**src/rtl/mult_div_unit_if.sv**
```systemverilog
// Operand/command and result bundle for the multiply/divide unit.
// Pure wiring, no latency of its own.
// No backpressure: the requester watches busy before issuing start.
interface mult_div_unit_if;
  logic        start;
  logic [1:0]  op;
  logic [31:0] a;
  logic [31:0] b;
  logic        mthi;
  logic        mtlo;
  logic [31:0] wdata;
  logic        busy;
  logic        done;
  logic [31:0] hi;
  logic [31:0] lo;
  logic        div_by_zero;

  modport master (
    output start, op, a, b, mthi, mtlo, wdata,
    input  busy, done, hi, lo, div_by_zero
  );

  modport slave (
    input  start, op, a, b, mthi, mtlo, wdata,
    output busy, done, hi, lo, div_by_zero
  );
endinterface

```
**src/rtl/mult_div_unit.sv**
```systemverilog
// Iterative MULT/MULTU/DIV/DIVU unit holding the HI/LO registers, with MTHI/MTLO writes.
// Latency: start sampled at edge E, HI/LO written at E+32, done high for the cycle after.
// Backpressure: busy stalls the pipeline; start and moves are dropped while busy.
module mult_div_unit (
  input  logic           clk,
  input  logic           rst,
  mult_div_unit_if.slave bus
);

  typedef enum logic {IDLE, RUN} state_t;

  state_t      state_q, state_d;
  logic [4:0]  cnt_q, cnt_d;
  logic [1:0]  op_q, op_d;
  logic [31:0] opnd_q, opnd_d;     // multiplicand for multiply, divisor for divide
  logic [63:0] acc_q, acc_d;       // {partial product | remainder, multiplier | quotient}
  logic        neg_q, neg_d;       // product/quotient must be negated
  logic        neg_rem_q, neg_rem_d;
  logic        bzero_q, bzero_d;
  logic [31:0] hi_q, hi_d, lo_q, lo_d;
  logic        done_q, done_d;
  logic        dbz_q, dbz_d;

  logic        is_signed;
  logic [31:0] a_abs, b_abs;
  logic [32:0] mul_sum;
  logic [32:0] div_shift, div_diff;
  logic        qbit;
  logic [63:0] acc_nxt;
  logic [63:0] prod_fix;
  logic [31:0] quo_fix, rem_fix;

  // Operand magnitudes for the incoming request; unsigned ops pass through untouched.
  always_comb begin
    is_signed = ~bus.op[0];
    a_abs     = (is_signed && bus.a[31]) ? (32'd0 - bus.a) : bus.a;
    b_abs     = (is_signed && bus.b[31]) ? (32'd0 - bus.b) : bus.b;
  end

  // One iteration of shift-add multiply or restoring divide, plus the sign fix-up of its outcome.
  always_comb begin
    mul_sum   = {1'b0, acc_q[63:32]} + (acc_q[0] ? {1'b0, opnd_q} : 33'd0);
    div_shift = {acc_q[63:32], acc_q[31]};
    div_diff  = div_shift - {1'b0, opnd_q};
    qbit      = ~div_diff[32];
    if (op_q[1]) begin
      acc_nxt = {(qbit ? div_diff[31:0] : div_shift[31:0]), acc_q[30:0], qbit};
    end else begin
      acc_nxt = {mul_sum, acc_q[31:1]};
    end
    prod_fix = neg_q ? (64'd0 - acc_nxt) : acc_nxt;
    quo_fix  = neg_q ? (32'd0 - acc_nxt[31:0]) : acc_nxt[31:0];
    rem_fix  = neg_rem_q ? (32'd0 - acc_nxt[63:32]) : acc_nxt[63:32];
  end

  // Next-state logic: accept a request or a move in IDLE, iterate in RUN, commit on the 32nd step.
  always_comb begin
    state_d   = state_q;
    cnt_d     = cnt_q;
    op_d      = op_q;
    opnd_d    = opnd_q;
    acc_d     = acc_q;
    neg_d     = neg_q;
    neg_rem_d = neg_rem_q;
    bzero_d   = bzero_q;
    hi_d      = hi_q;
    lo_d      = lo_q;
    done_d    = 1'b0;
    dbz_d     = dbz_q;
    case (state_q)
      IDLE: begin
        if (bus.start) begin
          state_d   = RUN;
          cnt_d     = 5'd0;
          op_d      = bus.op;
          dbz_d     = 1'b0;
          neg_d     = is_signed & (bus.a[31] ^ bus.b[31]);
          neg_rem_d = is_signed & bus.a[31];
          bzero_d   = (bus.b == 32'd0);
          if (bus.op[1]) begin
            acc_d  = {32'd0, a_abs};
            opnd_d = b_abs;
          end else begin
            acc_d  = {32'd0, b_abs};
            opnd_d = a_abs;
          end
        end else begin
          if (bus.mthi) hi_d = bus.wdata;
          if (bus.mtlo) lo_d = bus.wdata;
        end
      end
      RUN: begin
        acc_d = acc_nxt;
        cnt_d = cnt_q + 5'd1;
        if (cnt_q == 5'd31) begin
          state_d = IDLE;
          done_d  = 1'b1;
          if (op_q[1]) begin
            // A zero divisor leaves the remainder equal to |a|, so the fix-up already yields a.
            hi_d  = rem_fix;
            lo_d  = bzero_q ? 32'hFFFF_FFFF : quo_fix;
            dbz_d = bzero_q;
          end else begin
            hi_d = prod_fix[63:32];
            lo_d = prod_fix[31:0];
          end
        end
      end
      default: state_d = IDLE;
    endcase
  end

  // State and datapath registers with synchronous reset.
  always_ff @(posedge clk) begin
    if (rst) begin
      state_q   <= IDLE;
      cnt_q     <= 5'd0;
      op_q      <= 2'd0;
      opnd_q    <= 32'd0;
      acc_q     <= 64'd0;
      neg_q     <= 1'b0;
      neg_rem_q <= 1'b0;
      bzero_q   <= 1'b0;
      hi_q      <= 32'd0;
      lo_q      <= 32'd0;
      done_q    <= 1'b0;
      dbz_q     <= 1'b0;
    end else begin
      state_q   <= state_d;
      cnt_q     <= cnt_d;
      op_q      <= op_d;
      opnd_q    <= opnd_d;
      acc_q     <= acc_d;
      neg_q     <= neg_d;
      neg_rem_q <= neg_rem_d;
      bzero_q   <= bzero_d;
      hi_q      <= hi_d;
      lo_q      <= lo_d;
      done_q    <= done_d;
      dbz_q     <= dbz_d;
    end
  end

  assign bus.busy        = (state_q == RUN);
  assign bus.done        = done_q;
  assign bus.hi          = hi_q;
  assign bus.lo          = lo_q;
  assign bus.div_by_zero = dbz_q;

endmodule

```
**src/flat_wrapper.sv**
```systemverilog
// flat-port wrapper written by rule: the top's interface ports become plain ports
module mult_div_unit_flat 
  (clk, rst, bus_start, bus_op, bus_a, bus_b, bus_mthi, bus_mtlo, bus_wdata, bus_busy, bus_done, bus_hi, bus_lo, bus_div_by_zero);
  mult_div_unit_if bus_i ();
  input  logic clk;
  input  logic rst;
  input wire logic [$bits(bus_i.start)-1:0] bus_start;
  input wire logic [$bits(bus_i.op)-1:0] bus_op;
  input wire logic [$bits(bus_i.a)-1:0] bus_a;
  input wire logic [$bits(bus_i.b)-1:0] bus_b;
  input wire logic [$bits(bus_i.mthi)-1:0] bus_mthi;
  input wire logic [$bits(bus_i.mtlo)-1:0] bus_mtlo;
  input wire logic [$bits(bus_i.wdata)-1:0] bus_wdata;
  output wire logic [$bits(bus_i.busy)-1:0] bus_busy;
  output wire logic [$bits(bus_i.done)-1:0] bus_done;
  output wire logic [$bits(bus_i.hi)-1:0] bus_hi;
  output wire logic [$bits(bus_i.lo)-1:0] bus_lo;
  output wire logic [$bits(bus_i.div_by_zero)-1:0] bus_div_by_zero;
  assign bus_i.start = bus_start;
  assign bus_i.op = bus_op;
  assign bus_i.a = bus_a;
  assign bus_i.b = bus_b;
  assign bus_i.mthi = bus_mthi;
  assign bus_i.mtlo = bus_mtlo;
  assign bus_i.wdata = bus_wdata;
  assign bus_busy = bus_i.busy;
  assign bus_done = bus_i.done;
  assign bus_hi = bus_i.hi;
  assign bus_lo = bus_i.lo;
  assign bus_div_by_zero = bus_i.div_by_zero;
  mult_div_unit u_core (.clk(clk), .rst(rst), .bus(bus_i));
endmodule
```
**config.mk**
```make
export PLATFORM = sky130hd
export DESIGN_NAME = mult_div_unit_flat
export DESIGN_NICKNAME = d
export VERILOG_FILES = /design/src/rtl/mult_div_unit_if.sv /design/src/rtl/mult_div_unit.sv /design/src/flat_wrapper.sv
export SDC_FILE = /design/constraint.sdc
export NUM_CORES = 1
export LEC_CHECK = 0
export BUFFER_PORTS_ARGS = -buffer_cell sky130_fd_sc_hd__buf_4
export CELL_PAD_IN_SITES_DETAIL_PLACEMENT = 0
export CELL_PAD_IN_SITES_GLOBAL_PLACEMENT = 1
export CORE_MARGIN = 1
export CORE_UTILIZATION = 48
export CTS_CLUSTER_DIAMETER = 100
export DETAILED_ROUTE_END_ITERATION = 8
export PLACE_DENSITY_LB_ADDON = 0.1
export SYNTH_ARGS = -nofsm -noshare
export SYNTH_HDL_FRONTEND = slang
export SYNTH_SLANG_ARGS = --single-unit
```
**constraint.sdc**
```tcl
create_clock -name clk -period 11.5 [get_ports clk]
set_input_delay 1.15 -clock clk [delete_from_list [all_inputs] [get_ports clk]]
set_output_delay 1.15 -clock clk [all_outputs]
set_load 0.005 [all_outputs]
```
==> Implementation_results.wiki, run 1 <==
{| class="wikitable"
! Metric !! Value
|-
| Result of the run || completed
|-
| Delay of the slowest cell on the worst path || 0.55 ns
|-
| Count of TritonRoute iterations in the first routing pass || 5
|-
| Max Clk Rate || 166 MHz
|-
| Asr flop ratio synth || 0%
|-
| Arrival time worst endpoint || 6.31 ns
|-
| Post-synthesis sequential area ratio || 21.7%
|-
| Filler Cell Count || 3318
|-
| Dominant synthesized flop cell || sky130_fd_sc_hd__dfxtp_1
|-
| Worst Clk Skew || 0.00950 ns
|-
| Total setup violations reported at the end of the flow || 0
|-
| Yosys reg bits || 172
|-
| Post-DP HPWL || 46.3 mm
|-
| Crit. End Element || register
|-
| Worst voltage drop across the vdd grid || 0.113 mV
|-
| Core area || 32500 um2
|-
| Final routed wire length divided by cell count || 22.5 um
|-
| Reg clk slew, reported paths || 0.07 ns
|-
| Leakage || 7.26 nW
|-
| Count of vias placed by the detailed router || 17.2k
|-
| Syn avg cell area || 7.22 um2
|-
| First-pass GRT wire length || 92.2 mm
|-
| Count of unique library cells instantiated by Yosys || 90
|-
| Post-DR vias/cell || 6.33
|-
| Initial antenna violation count || 0
|-
| Clock Latency Late Sink || 0.46 ns
|-
| Fraction of final layout cells with drive strength greater than 1 || 12.4%
|-
| Synth top area cells || sky130_fd_sc_hd__dfxtp_1 (22%), sky130_fd_sc_hd__nor2_1 (6.7%), sky130_fd_sc_hd__a211oi_1 (6.7%), sky130_fd_sc_hd__a21oi_1 (6.2%), sky130_fd_sc_hd__ha_1 (5.5%)
|-
| Slowest cell on the critical path || sky130_fd_sc_hd__nor4_2
|-
| Number of global-route vias before repair || 15.4k
|-
| Summed instance area of the synthesized netlist || 15800 um2
|-
| Final design utilization || 55.0%
|-
| GRT Util Overall || 35.5%
|-
| Count of input and output buffers || 169
|-
| HP Class || reg2reg
|-
| CP Cell Sequence || inv_1, ha_1, fa_1, nand2b_1, a211oi_2, nor2_4, o211ai_4, a22oi_2, nand3_1, a21boi_0, ha_1, o21ai_0, nor4_1, nand3_1, o21a_1, and2_1, nor4_2, a31oi_1, xor2_1, a221oi_1, nor2_1
|-
| Worst endpoint required time || 11.80 ns
|-
| DRC || 0
|-
| Count of boundary I/O pins || 170
|-
| Number of cell rows || 66
|-
| Unrepaired setup endpoints after global routing || no
|-
| Routability-driven placement congestion ratio || 0.945
|-
| Resize count post-CTS || 0
|-
| Htree depth || 4
|-
| Synthesized Nets || 2370
|-
| Area growth from synthesis to layout || 12.9%
|-
| Cell taking the most area after synthesis || sky130_fd_sc_hd__dfxtp_1
|-
| Total CTS buffers || 17
|-
| Pins over their slew limit || 0
|-
| Origin of the critical flop-to-flop path || u_core.acc_q[31]
|-
| Remaining max-slew budget at the tightest pin || 22.6%
|-
| Crit Path Max Fanout || 15
|-
| Post-route minimum period || 6.01 ns
|-
| Cell at the root of the clock tree || sky130_fd_sc_hd__clkbuf_16
|-
| Mapped Cells || 2195
|-
| Initial Util || 48.7%
|-
| Overflow left after global routing || 0
|-
| Setup Total Neg Slack || 0 ns
|-
| Final hold vios || 0
|-
| Tcrit/Tclk final || 52.3%
|-
| Register area || 3450 um2
|-
| Number of enable flip-flop cells after synthesis || 0
|-
| Max Root-Sink Buffers || 2
|-
| Hold-fix buffers, CTS || 0
|-
| Start point of the critical path || u_core.acc_q[31]
|-
| Die Span Y || 184 um
|-
| Area share of the leading cell type in the synthesized netlist || 21.7%
|-
| Area of the die || 33700 um2
|-
| Hold_sp || u_core.bus.hi[8]
|-
| Combined area of the multi-input logic cells || 11500 um2
|-
| DR iter-0 viols || 1797
|-
| Number of maximum-capacitance constraint violations || 0
|-
| Die span in x || 184 um
|-
| Nets || 2436
|-
| Final ANT Viol Nets || 0
|-
| Clock tree from TritonCTS || done
|-
| Clock Sinks || 172
|-
| Antenna diode instance count || 0
|-
| Pin slew with the least headroom to its limit || 1.16 ns
|-
| Aggregate routed wire length || 61.1 mm
|-
| Buffer count from post-CTS setup fixing || 0
|-
| Critical Setup Path Class || reg2reg
|-
| Count of warnings emitted by yosys || 0
|-
| Startpoint type of the worst setup path || register
|-
| Power density over cell area || 112 nW/um2
|-
| Largest net degree at the start of global routing || 100
|}
-- registers in the layout, summed over array words and instances (netlist names), 5 cells and up --
name and cells:
u_core.acc_q 64, u_core.bus.hi 32, u_core.bus.lo 32, u_core.cnt_q 5
u_core.opnd_q 32
-- critical path: cells and delay by family (launching register included) --
family	cells	cell delay [ns]
and+or+nand+nor	8	2.25
AOI/OAI and AO/OA	8	2.04
adders and majority gates	3	0.86
DFF	1	0.44
xor gates and xnor gates	1	0.19
buffers and inverters	1	0.07
-- kinds of logic (layout without fill, tap and decap cells) --
| family | Yosys count | count (layout) | synth area share [%] |
|---|---|---|---|
| AOI/OAI and AO/OA | 715 | 715 | 30.4 |
| adders and majority gates | 72 | 72 | 5.78 |
| buffers and inverters | 226 | 305 | 5.65 |
| muxes | 63 | 63 | 4.00 |
| xor gates and xnor gates | 156 | 156 | 8.62 |
| and+or+nand+nor | 791 | 791 | 23.8 |
| DFF | 172 | 172 | 21.7 |
-- routing by layer --
layer / track usage (%) / share of wire (%) / up-vias
li1: - / - / 8163
met4: 13.5 / 3.6 / 0
met5: 0 / 0 / -
met2: 53.4 / 42 / 832
met1: 50.5 / 45 / 8106
met3: 5.74 / 8.7 / 95
-- cell usage after synthesis, types with 6 or more instances --
library cell                  n
sky130_fd_sc_hd__a2111oi_0    6
sky130_fd_sc_hd__a211o_1     14
sky130_fd_sc_hd__a211oi_1   141
sky130_fd_sc_hd__a21o_1      29
sky130_fd_sc_hd__a21oi_1    196
sky130_fd_sc_hd__a221oi_1     7
sky130_fd_sc_hd__a311oi_1    26
sky130_fd_sc_hd__a31oi_1     30
sky130_fd_sc_hd__and2_1      45
sky130_fd_sc_hd__and3_1      36
sky130_fd_sc_hd__buf_1       13
sky130_fd_sc_hd__buf_2       17
sky130_fd_sc_hd__clkbuf_1   113
sky130_fd_sc_hd__dfxtp_1    172
sky130_fd_sc_hd__ha_1        70
sky130_fd_sc_hd__inv_1       75
sky130_fd_sc_hd__mux2i_1     60
sky130_fd_sc_hd__nand2_1    185
sky130_fd_sc_hd__nand2b_1    20
sky130_fd_sc_hd__nand3_1     37
sky130_fd_sc_hd__nand4_1     18
sky130_fd_sc_hd__nor2_1     284
sky130_fd_sc_hd__nor2b_1     28
sky130_fd_sc_hd__nor3_1      51
sky130_fd_sc_hd__nor3b_1      7
sky130_fd_sc_hd__nor4_1      21
sky130_fd_sc_hd__o211ai_1    29
sky130_fd_sc_hd__o21a_1      13
sky130_fd_sc_hd__o21ai_0    102
sky130_fd_sc_hd__o21bai_1     7
sky130_fd_sc_hd__o22ai_1     12
sky130_fd_sc_hd__o31a_1       7
sky130_fd_sc_hd__o31ai_1     20
sky130_fd_sc_hd__o41ai_1      7
sky130_fd_sc_hd__or2_2       10
sky130_fd_sc_hd__or3_1       17
sky130_fd_sc_hd__or4_1        9
sky130_fd_sc_hd__xnor2_1     87
sky130_fd_sc_hd__xor2_1      69
-- cells in the final DEF (no fill, tap or decap), types with 25 or more instances in the layout --
cell type / Yosys / final
sky130_fd_sc_hd__nor2b_1: 28 / 28
sky130_fd_sc_hd__mux2i_1: 60 / 60
sky130_fd_sc_hd__nand2_1: 185 / 184
sky130_fd_sc_hd__and2_1: 45 / 45
sky130_fd_sc_hd__xor2_1: 69 / 69
sky130_fd_sc_hd__inv_1: 75 / 74
sky130_fd_sc_hd__nor2_1: 284 / 284
sky130_fd_sc_hd__a211oi_1: 141 / 141
sky130_fd_sc_hd__ha_1: 70 / 70
sky130_fd_sc_hd__a31oi_1: 30 / 29
sky130_fd_sc_hd__buf_4: 3 / 195
sky130_fd_sc_hd__o21ai_0: 102 / 102
sky130_fd_sc_hd__and3_1: 36 / 36
sky130_fd_sc_hd__nor3_1: 51 / 51
sky130_fd_sc_hd__a21oi_1: 196 / 195
sky130_fd_sc_hd__xnor2_1: 87 / 87
sky130_fd_sc_hd__nand3_1: 37 / 37
sky130_fd_sc_hd__dfxtp_1: 172 / 170
sky130_fd_sc_hd__o211ai_1: 29 / 29
sky130_fd_sc_hd__a21o_1: 29 / 29
sky130_fd_sc_hd__a311oi_1: 26 / 25
-- report_power, final --
group,switching [mW],internal [mW]
combinational,0.465,0.267
sequential,0.0398,0.631
clock,0.294,0.314
total,0.799,1.21
-- path summary, 6_finish.rpt --
kind              slack, ns  depth (start not counted)                end
setup / recovery       5.49                         21  u_core.bus.hi[18]
hold / removal         0.46                          2   u_core.bus.hi[8]
setup reg to reg       5.49                         21  u_core.bus.hi[18]
hold reg to reg        0.46                          2   u_core.bus.hi[8]
-- cell type report --
type | instances | area share (%)
Multi-Input combinational cell | 1797 | 64.5
Clock buffer | 18 | 2.46
Clock inverter | 14 | 0.854
Inverter | 78 | 1.64
Sequential cell | 172 | 19.3
Tap cell | 442 | 3.09
Timing Repair Buffer | 195 | 8.19
-- per-stage QoR --
step	power (mW)	hold slack, ns	setup WS, ns	cells	cell area (um2)
6_report	2.01	0.460	5.49	2716	17900
5_1_grt	2.10	0.481	4.94	2716	17900
3_3_place_gp	1.39	0.443	5.78	2684	17300
4_1_cts	2.00	0.461	5.57	2716	17900
3_5_place_dp	1.40	0.450	5.60	2684	17300
2_1_floorplan	1.15	0.440	6.79	2195	15800
Power figures use the tool's default switching activity.
==> run 2: changes to the inputs <==
Settings changed: ABC_AREA set to 1, CORE_UTILIZATION 48 to 42.
Clock period 11.5 ns to 6.1 ns, I/O delays scaled along.
==> run 2 against run 1 <==
Net effect:
- largest power group unchanged
- setup slack worse by 4.7 ns
- non-clock buffer count fell by 7
- the run now ends with design-rule violations left
- critical path depth increased by 9
- worst hold slack got worse by 0.030 ns
- largest cell class unchanged
- utilization shrank 6.9 points
==> Implementation_results.wiki, run 2 <==
{| class="wikitable"
! Metric !! Value
|-
| Number of global-route vias before repair || 19.6k (was 15.4k)
|-
| Post-Synth XOR/XNOR Area || 3.95% (was 8.62%)
|-
| Cell at the root of the clock tree || sky130_fd_sc_hd__clkbuf_16 (unchanged)
|-
| Fraction of power consumed by the clock network || 28.4% (was 30.2%)
|-
| Clock Sinks || 172 (unchanged)
|-
| Synthesized Nets || 3318 (was 2370)
|-
| Final routed wire length divided by cell count || 22.0 um (was 22.5 um)
|-
| Cells on worst reg2reg path || 30 (was 21)
|-
| Origin of the critical flop-to-flop path || u_core.opnd_q[19] (was u_core.acc_q[31])
|-
| Failing checks || design-rule violations
|-
| Slowest cell on the critical path || sky130_fd_sc_hd__a21boi_2 (was sky130_fd_sc_hd__nor4_2)
|-
| Remaining max-slew budget at the tightest pin || 6.04% (was 22.6%)
|-
| Htree depth || 4 (unchanged)
|-
| Count of vias placed by the detailed router || 21.5k (was 17.2k)
|-
| Register share of total power || 30.3% (was 33.4%)
|-
| Summed instance area of the synthesized netlist || 17500 um2 (was 15800 um2)
|-
| Clock Latency Late Sink || 0.49 ns (was 0.46 ns)
|-
| Worst hold endpoint || u_core.bus.lo[20] (was u_core.bus.hi[8])
|-
| Share of synthesized cell area in full adder, half adder and majority cells || 5.23% (was 5.78%)
|-
| Critical Setup Path Class || reg2reg (unchanged)
|-
| Asr flop ratio synth || 0% (unchanged)
|-
| Crit Path Max Fanout || 32 (was 15)
|-
| Hold_sp || rst (was u_core.bus.hi[8])
|-
| Hold-fix buffers, CTS || 0 (unchanged)
|-
| Reg clk slew, reported paths || 0.08 ns (was 0.07 ns)
|-
| Flip-flop count of the largest register after layout || 64 (unchanged)
|-
| Area growth from synthesis to layout || 12.6% (was 12.9%)
|-
| Commonest non-fill, non-tap cells in the layout || sky130_fd_sc_hd__nand2_1 (956), sky130_fd_sc_hd__inv_1 (466), sky130_fd_sc_hd__nor2_1 (364) (was sky130_fd_sc_hd__nor2_1 (284), sky130_fd_sc_hd__a21oi_1 (195), sky130_fd_sc_hd__buf_4 (195))
|-
| Nets || 3410 (was 2436)
|-
| Largest net degree at the start of global routing || 70 (was 100)
|-
| Depth of the worst hold-timing path || 2 (unchanged)
|-
| Die span in x || 206 um (was 184 um)
|-
| Non-filler instance count after layout || 3780 (was 2716)
|-
| Simple-gate portion of the synthesized area || 40.5% (was 23.8%)
|-
| Filler Cell Count || 4552 (was 3318)
|-
| Post-synthesis sequential area ratio || 19.7% (was 21.7%)
|-
| DRC || 2 (was 0)
|-
| Worst endpoint required time || 6.48 ns (was 11.80 ns)
|-
| DR iter-0 viols || 2595 (was 1797)
|-
| Arrival time worst endpoint || 5.65 ns (was 6.31 ns)
|-
| Total CTS buffers || 17 (unchanged)
|-
| Result of the run || finished, violations left (was completed)
|-
| GRT Util Overall || 38.9% (was 35.5%)
|-
| Yosys reg bits || 172 (unchanged)
|-
| Commonest non-fill, non-tap cell in the layout || sky130_fd_sc_hd__nand2_1 (was sky130_fd_sc_hd__nor2_1)
|-
| Count of unique library cells instantiated by Yosys || 58 (was 90)
|-
| Leakage || 10.4 nW (was 7.26 nW)
|-
| Syn avg cell area || 5.57 um2 (was 7.22 um2)
|-
| Die Span Y || 206 um (was 184 um)
|-
| Count of input and output buffers || 169 (unchanged)
|-
| Initial antenna violation count || 3 (was 0)
|-
| Aggregate routed wire length || 83.0 mm (was 61.1 mm)
|-
| Routability-driven placement congestion ratio || 1.03 (was 0.945)
|-
| Total setup violations reported at the end of the flow || 0 (unchanged)
|-
| Setup Total Neg Slack || 0 ns (unchanged)
|-
| Delay of the slowest cell on the worst path || 0.38 ns (was 0.55 ns)
|-
| Crit. End Element || register (unchanged)
|-
| Cell taking the most area after synthesis || sky130_fd_sc_hd__nand2_1 (was sky130_fd_sc_hd__dfxtp_1)
|-
| Most numerous cell on the critical path || sky130_fd_sc_hd__nand2_1
|-
| First-pass GRT wire length || 121 mm (was 92.2 mm)
|-
| Number of cell rows || 74 (was 66)
|-
| Internal Power || 2.28 mW (was 1.21 mW)
|-
| Worst flop-to-flop path endpoint || u_core.bus.hi[20] (was u_core.bus.hi[18])
|-
| Mux contribution to synthesized area || 0% (was 4.00%)
|-
| Combinational Power Share || 41.3% (was 36.4%)
|-
| Fraction of final layout cells with drive strength greater than 1 || 9.27% (was 12.4%)
|-
| Count of boundary I/O pins || 170 (unchanged)
|-
| Count of warnings emitted by yosys || 0 (unchanged)
|-
| Count of TritonRoute iterations in the first routing pass || 8 (was 5)
|-
| Total power draw || 4.16 mW (was 2.01 mW)
|-
| Placed Cells || 3748 (was 2684)
|-
| Post-route minimum period || 5.27 ns (was 6.01 ns)
|-
| Post-DR vias/cell || 5.68 (was 6.33)
|-
| Area of the die || 42500 um2 (was 33700 um2)
|-
| Pin slew with the least headroom to its limit || 1.39 ns (was 1.16 ns)
|-
| Mapped Cells || 3143 (was 2195)
|-
| Leading cell type by number of instances after synthesis || sky130_fd_sc_hd__nand2_1 (was sky130_fd_sc_hd__nor2_1)
|-
| Switch share || 45.4% (was 39.7%)
|-
| Max Clk Rate || 190 MHz (was 166 MHz)
|-
| Antenna diode instance count || 0 (unchanged)
|-
| Overflow left after global routing || 0 (unchanged)
|-
| Resize count post-CTS || 0 (unchanged)
|-
| Worst voltage drop across the vdd grid || 0.194 mV (was 0.113 mV)
|-
| Core area || 41000 um2 (was 32500 um2)
|-
| Ranking of synthesized cells by instance count || sky130_fd_sc_hd__nand2_1 (956), sky130_fd_sc_hd__inv_1 (466), sky130_fd_sc_hd__nor2_1 (367) (was sky130_fd_sc_hd__nor2_1 (284), sky130_fd_sc_hd__a21oi_1 (196), sky130_fd_sc_hd__nand2_1 (185))
|-
| Post-DP HPWL || 66.5 mm (was 46.3 mm)
|-
| Psw || 1.89 mW (was 799 uW)
|-
| Final hold vios || 0 (unchanged)
|-
| Register bank with the most flops || u_core.acc_q (unchanged)
|-
| Synth top area cells || sky130_fd_sc_hd__nand2_1 (20%), sky130_fd_sc_hd__dfxtp_1 (20%), sky130_fd_sc_hd__inv_1 (10%), sky130_fd_sc_hd__nor2_1 (7.9%), sky130_fd_sc_hd__nand3_1 (5.8%) (was sky130_fd_sc_hd__dfxtp_1 (22%), sky130_fd_sc_hd__nor2_1 (6.7%), sky130_fd_sc_hd__a211oi_1 (6.7%), sky130_fd_sc_hd__a21oi_1 (6.2%), sky130_fd_sc_hd__ha_1 (5.5%))
|-
| Register-to-register path setup slack || 0.83 ns (was 5.49 ns)
|-
| Buffer count from post-CTS setup fixing || 0 (unchanged)
|-
| Startpoint type of the worst setup path || register (unchanged)
|-
| Number of enable flip-flop cells after synthesis || 0 (unchanged)
|-
| Tcrit/Tclk final || 86.3% (was 52.3%)
|-
| Clock tree from TritonCTS || done (unchanged)
|-
| Unrepaired setup endpoints after global routing || no (unchanged)
|-
| Area share of the leading cell type in the synthesized netlist || 20.5% (was 21.7%)
|-
| Pins over their slew limit || 0 (unchanged)
|-
| Max Root-Sink Buffers || 2 (unchanged)
|-
| Worst Clk Skew || 0.0134 ns (was 0.00950 ns)
|-
| Final ANT Viol Nets || 0 (unchanged)
|-
| Main combinational cell family by area after synthesis || simple AND/OR/NAND/NOR gates (was compound AO/OA/AOI/OAI gates)
|-
| HP Class || in2reg (was reg2reg)
|-
| Dominant synthesized flop cell || sky130_fd_sc_hd__dfxtp_1 (unchanged)
|-
| Fraction of the mapped netlist area in compound gates || 17.4% (was 30.4%)
|-
| Initial Util || 42.7% (was 48.7%)
|-
| Power density over cell area || 211 nW/um2 (was 112 nW/um2)
|-
| Number of maximum-capacitance constraint violations || 0 (unchanged)
|}
==> run 2: cell types whose count changed in the layout (fill, tap and decap cells not counted), sizes merged, moves of 26 or more <==
cell	before	now
and3	36	3
nand2	187	979
nor2	286	382
inv	83	482
a21o	29	3
mux2i	60	0
xnor2	87	25
nand4	19	48
a311oi	29	1
o21ai	105	190
nand3	38	208
nor2b	28	0
and2	45	3
a211oi	142	1
==> run 2: worst max-delay path by stage <==
stage	from	to	slack, ns	cells past startpoint
floorplan	u_core.acc_q[31]	u_core.bus.hi[20]	2.14	33
global placement	u_core.acc_q[31]	u_core.bus.hi[20]	1.08	33
detailed placement	u_core.acc_q[31]	u_core.bus.hi[20]	0.99	33
CTS	u_core.acc_q[31]	u_core.bus.hi[20]	0.97	33
global route	u_core.acc_q[31]	u_core.bus.hi[20]	0.38	34
finish	u_core.opnd_q[19]	u_core.bus.hi[20]	0.83	30
==> run 2: critical path: cells and delay by family (launching register included) <==
family | cells | cell delay, ns
compound gates | 6 | 1.40
buf+inv | 4 | 0.37
fa+ha+maj | 2 | 0.61
flops | 1 | 0.36
simple gates | 18 | 2.43
==> run 2: cells by family after synthesis <==
group	count (synthesis)
AO/OA/AOI/OAI	523
AND/OR/NAND/NOR	1701
adder cells (fa/ha/maj)	72
flip-flops	172
XOR/XNOR	79
buffers and inverters	596
==> run 2: final cells by class <==
cell class,instances,area (um2),share of cell area [%]
Clock buffer,17,425,2.16
Clock inverter,15,175,0.888
Inverter,481,1810,9.16
Multi-Input combinational cell,2375,11800,59.8
Sequential cell,172,3450,17.5
Tap cell,532,666,3.38
Timing Repair Buffer,188,1410,7.16
==> run 2: metal layers <==
layer / up-vias / part of all wire (%) / wire [um] / GRT usage [%]
met4: 4 / 5.8 / 4800 / 20.7
met3: 222 / 8.3 / 6920 / 6.29
met5: - / 0.031 / 26 / 0
met2: 1044 / 43 / 35900 / 60.6
li1: 10246 / - / - / -
met1: 9951 / 43 / 35300 / 51.3
==> run 2: per-stage QoR <==
| stage | setup WS [ns] | instance area [um2] | hold WS [ns] | util (%) |
|---|---|---|---|---|
| detailed placement | 0.995 | 19100 | 0.454 | 46.6 |
| global route | 0.379 | 19700 | 0.428 | 48.1 |
| floorplan | 2.14 | 17500 | 0.428 | - |
| CTS | 0.967 | 19700 | 0.411 | 48.1 |
| finish | 0.834 | 19700 | 0.429 | 48.1 |
| global placement | 1.08 | 19100 | 0.449 | 46.6 |
==> run 2: power groups by stage <==
| stage | clock, mW | sequential [mW] | combinational, mW |
|---|---|---|---|
| CTS | 1.18 | 1.26 | 1.68 |
| finish | 1.18 | 1.26 | 1.72 |
| global route | 1.22 | 1.27 | 1.87 |
| detailed placement | 0 | 1.28 | 1.67 |
| floorplan | 0 | 1.25 | 1.09 |
| global placement | 0 | 1.28 | 1.67 |
==> run 3: changes to the inputs <==
Settings changed: PLACE_DENSITY_LB_ADDON 0.1 to 0.12.
==> run 3 against run 2 <==
Net effect:
- the flow now finishes without violations
- fmax is 0.81% lower
- total power shrank 0.80%
- clock power about the same
- via count is 0.61% lower
- design area down 0.16%
- clock skew grew 0.0034 ns
- non-clock buffer count decreased by 2
- count of clock-buffer cells in the layout up 1
- flip-flop and latch count is the same
- first-iteration DRC count rose by 2.9%
- critical path depth rose by 4
- sequential power hardly changed
==> Implementation_results.wiki, run 3 (synthesis gave the netlist of run 2 again) <==
{| class="wikitable"
! Metric !! Value
|-
| Result of the run || completed (was finished, violations left)
|-
| Nets || 3408 (was 3410)
|-
| Commonest non-fill, non-tap cells in the layout || sky130_fd_sc_hd__nand2_1 (956), sky130_fd_sc_hd__inv_1 (466), sky130_fd_sc_hd__nor2_1 (364) (unchanged)
|-
| Clock Latency Late Sink || 0.48 ns (was 0.49 ns)
|-
| Worst hold endpoint || u_core.bus.lo[27] (was u_core.bus.lo[20])
|-
| Die span in x || 206 um (unchanged)
|-
| Initial antenna violation count || 3 (unchanged)
|-
| Max Clk Rate || 188 MHz (was 190 MHz)
|-
| Arrival time worst endpoint || 5.73 ns (was 5.65 ns)
|-
| Top layer in use || met5 (unchanged)
|-
| Remaining max-slew budget at the tightest pin || 11.5% (was 6.04%)
|-
| DR iter-0 viols || 2670 (was 2595)
|-
| Htree depth || 4 (unchanged)
|-
| Fraction of final layout cells with drive strength greater than 1 || 9.18% (was 9.27%)
|-
| Clock tree from TritonCTS || done (unchanged)
|-
| Critical Setup Path Class || reg2reg (unchanged)
|-
| Count of input and output buffers || 169 (unchanged)
|-
| Leakage || 10.4 nW (about the same)
|-
| Reg clk slew, reported paths || 0.08 ns (about the same)
|-
| Delay of the slowest cell on the worst path || 0.40 ns (was 0.38 ns)
|-
| Worst endpoint required time || 6.52 ns (was 6.48 ns)
|-
| Total length of routed met3 wires || 7.49 mm (was 6.92 mm)
|-
| Total CTS buffers || 17 (unchanged)
|-
| Initial Util || 42.7% (unchanged)
|-
| Post-DR vias/cell || 5.65 (was 5.68)
|-
| Max Root-Sink Buffers || 2 (unchanged)
|-
| Most numerous cell on the critical path || sky130_fd_sc_hd__nand2_1 (unchanged)
|-
| Aggregate routed wire length || 82.2 mm (was 83.0 mm)
|-
| Number of maximum-capacitance constraint violations || 0 (unchanged)
|-
| Setup Total Neg Slack || 0 ns (unchanged)
|-
| Clock Sinks || 172 (unchanged)
|-
| Final routed wire length divided by cell count || 21.8 um (was 22.0 um)
|-
| Origin of the critical flop-to-flop path || u_core.acc_q[31] (was u_core.opnd_q[19])
|-
| Number of global-route vias before repair || 19.6k (about the same)
|-
| First-pass GRT wire length || 120 mm (was 121 mm)
|-
| WL met1 || 34.4 mm (was 35.3 mm)
|-
| Register bank with the most flops || u_core.acc_q (unchanged)
|-
| Hold_sp || bus_wdata[27] (was rst)
|-
| Slowest cell on the critical path || sky130_fd_sc_hd__a21boi_2 (unchanged)
|-
| GRT Util Overall || 38.5% (was 38.9%)
|-
| Filler Cell Count || 4532 (was 4552)
|-
| Post-route minimum period || 5.31 ns (was 5.27 ns)
|-
| Post-DP HPWL || 66.1 mm (was 66.5 mm)
|-
| Power density over cell area || 210 nW/um2 (was 211 nW/um2)
|-
| Post-route design area || 19700 um2 (about the same)
|-
| Buffer count from post-CTS setup fixing || 0 (unchanged)
|-
| Commonest non-fill, non-tap cell in the layout || sky130_fd_sc_hd__nand2_1 (unchanged)
|-
| Total setup violations reported at the end of the flow || 0 (unchanged)
|-
| Resize count post-CTS || 0 (unchanged)
|-
| Unrepaired setup endpoints after global routing || no (unchanged)
|-
| Overflow left after global routing || 0 (unchanged)
|-
| Cell at the root of the clock tree || sky130_fd_sc_hd__clkbuf_16 (unchanged)
|-
| Crit Path Max Fanout || 32 (unchanged)
|-
| HP Class || in2reg (unchanged)
|-
| Cells on worst reg2reg path || 34 (was 30)
|-
| Startpoint type of the worst setup path || register (unchanged)
|-
| Antenna diode instance count || 0 (unchanged)
|-
| Flip-flop count of the largest register after layout || 64 (unchanged)
|-
| Hold-fix buffers, CTS || 0 (unchanged)
|-
| Area growth from synthesis to layout || 12.4% (was 12.6%)
|-
| Routability-driven placement congestion ratio || 1.03 (about the same)
|-
| Final ANT Viol Nets || 0 (unchanged)
|-
| Area of the die || 42500 um2 (unchanged)
|-
| Core area || 41000 um2 (unchanged)
|-
| Crit. End Element || register (unchanged)
|-
| Dpl cell area || 19100 um2 (about the same)
|-
| Count of boundary I/O pins || 170 (unchanged)
|-
| Worst voltage drop across the vdd grid || 0.232 mV (was 0.194 mV)
|-
| Amount of wire on met2 after detailed routing || 36.5 mm (was 35.9 mm)
|-
| Die Span Y || 206 um (unchanged)
|-
| Final design utilization || 48.0% (was 48.1%)
|-
| Tcrit/Tclk final || 87.0% (was 86.3%)
|-
| Count of TritonRoute iterations in the first routing pass || 6 (was 8)
|-
| Count of vias placed by the detailed router || 21.3k (was 21.5k)
|-
| Worst Clk Skew || 0.0168 ns (was 0.0134 ns)
|-
| Depth of the worst hold-timing path || 3 (was 2)
|-
| DRC || 0 (was 2)
|-
| Number of cell rows || 74 (unchanged)
|-
| Largest net degree at the start of global routing || 82 (was 70)
|-
| Pin slew with the least headroom to its limit || 1.31 ns (was 1.39 ns)
|-
| Pins over their slew limit || 0 (unchanged)
|-
| Register-to-register path setup slack || 0.79 ns (was 0.83 ns)
|-
| Worst flop-to-flop path endpoint || u_core.bus.hi[20] (unchanged)
|-
| Final hold vios || 0 (unchanged)
|-
| Total power draw || 4.13 mW (was 4.16 mW)
|}
==> run 3: cell count changes in the layout (fill, tap and decap cells not counted), sizes merged <==
cell    previous run  this run
clkbuf            17        18
inv              482       483
buf              188       186
clkinv            12        10
==> run 3: area by class of cell <==
cell class	count	area, um2	area share [%]
inverters	481	1810	9.17
repair buffers	186	1400	7.09
multi-input cells	2375	11800	59.8
well taps	532	666	3.38
clock buffers	18	429	2.18
flip-flops and latches	172	3450	17.5
clock inverters	14	155	0.788
==> run 3: worst max path at each step <==
stage	start	endpoint	slack (ns)
floorplan	u_core.acc_q[31]	u_core.bus.hi[20]	2.14
global placement	u_core.acc_q[31]	u_core.bus.hi[20]	1.08
detailed placement	u_core.acc_q[31]	u_core.bus.hi[20]	0.93
CTS	u_core.acc_q[31]	u_core.bus.hi[20]	0.88
global route	u_core.acc_q[31]	u_core.bus.hi[20]	0.23
finish	u_core.acc_q[31]	u_core.bus.hi[20]	0.79
==> run 3: per-layer routing <==
metal	up-vias	GRT usage [%]
met5	-	0
met4	2	17.0
met3	187	7.14
met2	1031	61.5
met1	9862	50.2
li1	10255	-
==> run 3: worst max-delay path: cells and delay by family (launching register included) <==
family / cells / cell delay (ns)
flip-flops: 1 / 0.34
adder cells (fa/ha/maj): 3 / 0.81
AND/OR/NAND/NOR: 22 / 2.72
AO/OA/AOI/OAI: 4 / 0.90
buffers and inverters: 5 / 0.42
==> run 3: report_power, final <==
part | switching, mW | total, mW | internal, mW | leakage [nW]
Sequential | 0.0691 | 1.26 | 1.19 | 1.41
Combinational | 1.21 | 1.71 | 0.499 | 8.72
Clock | 0.581 | 1.16 | 0.581 | 0.287
Total | 1.86 | 4.13 | 2.27 | 10.4
==> run 3: per-stage QoR <==
step,hold WS [ns],cells,setup WS [ns]
after floorplan,0.428,3143,2.14
after global placement,0.448,3746,1.08
after detailed placement,0.454,3746,0.928
after CTS,0.421,3778,0.881
after global routing,0.449,3778,0.230
final,0.438,3778,0.791
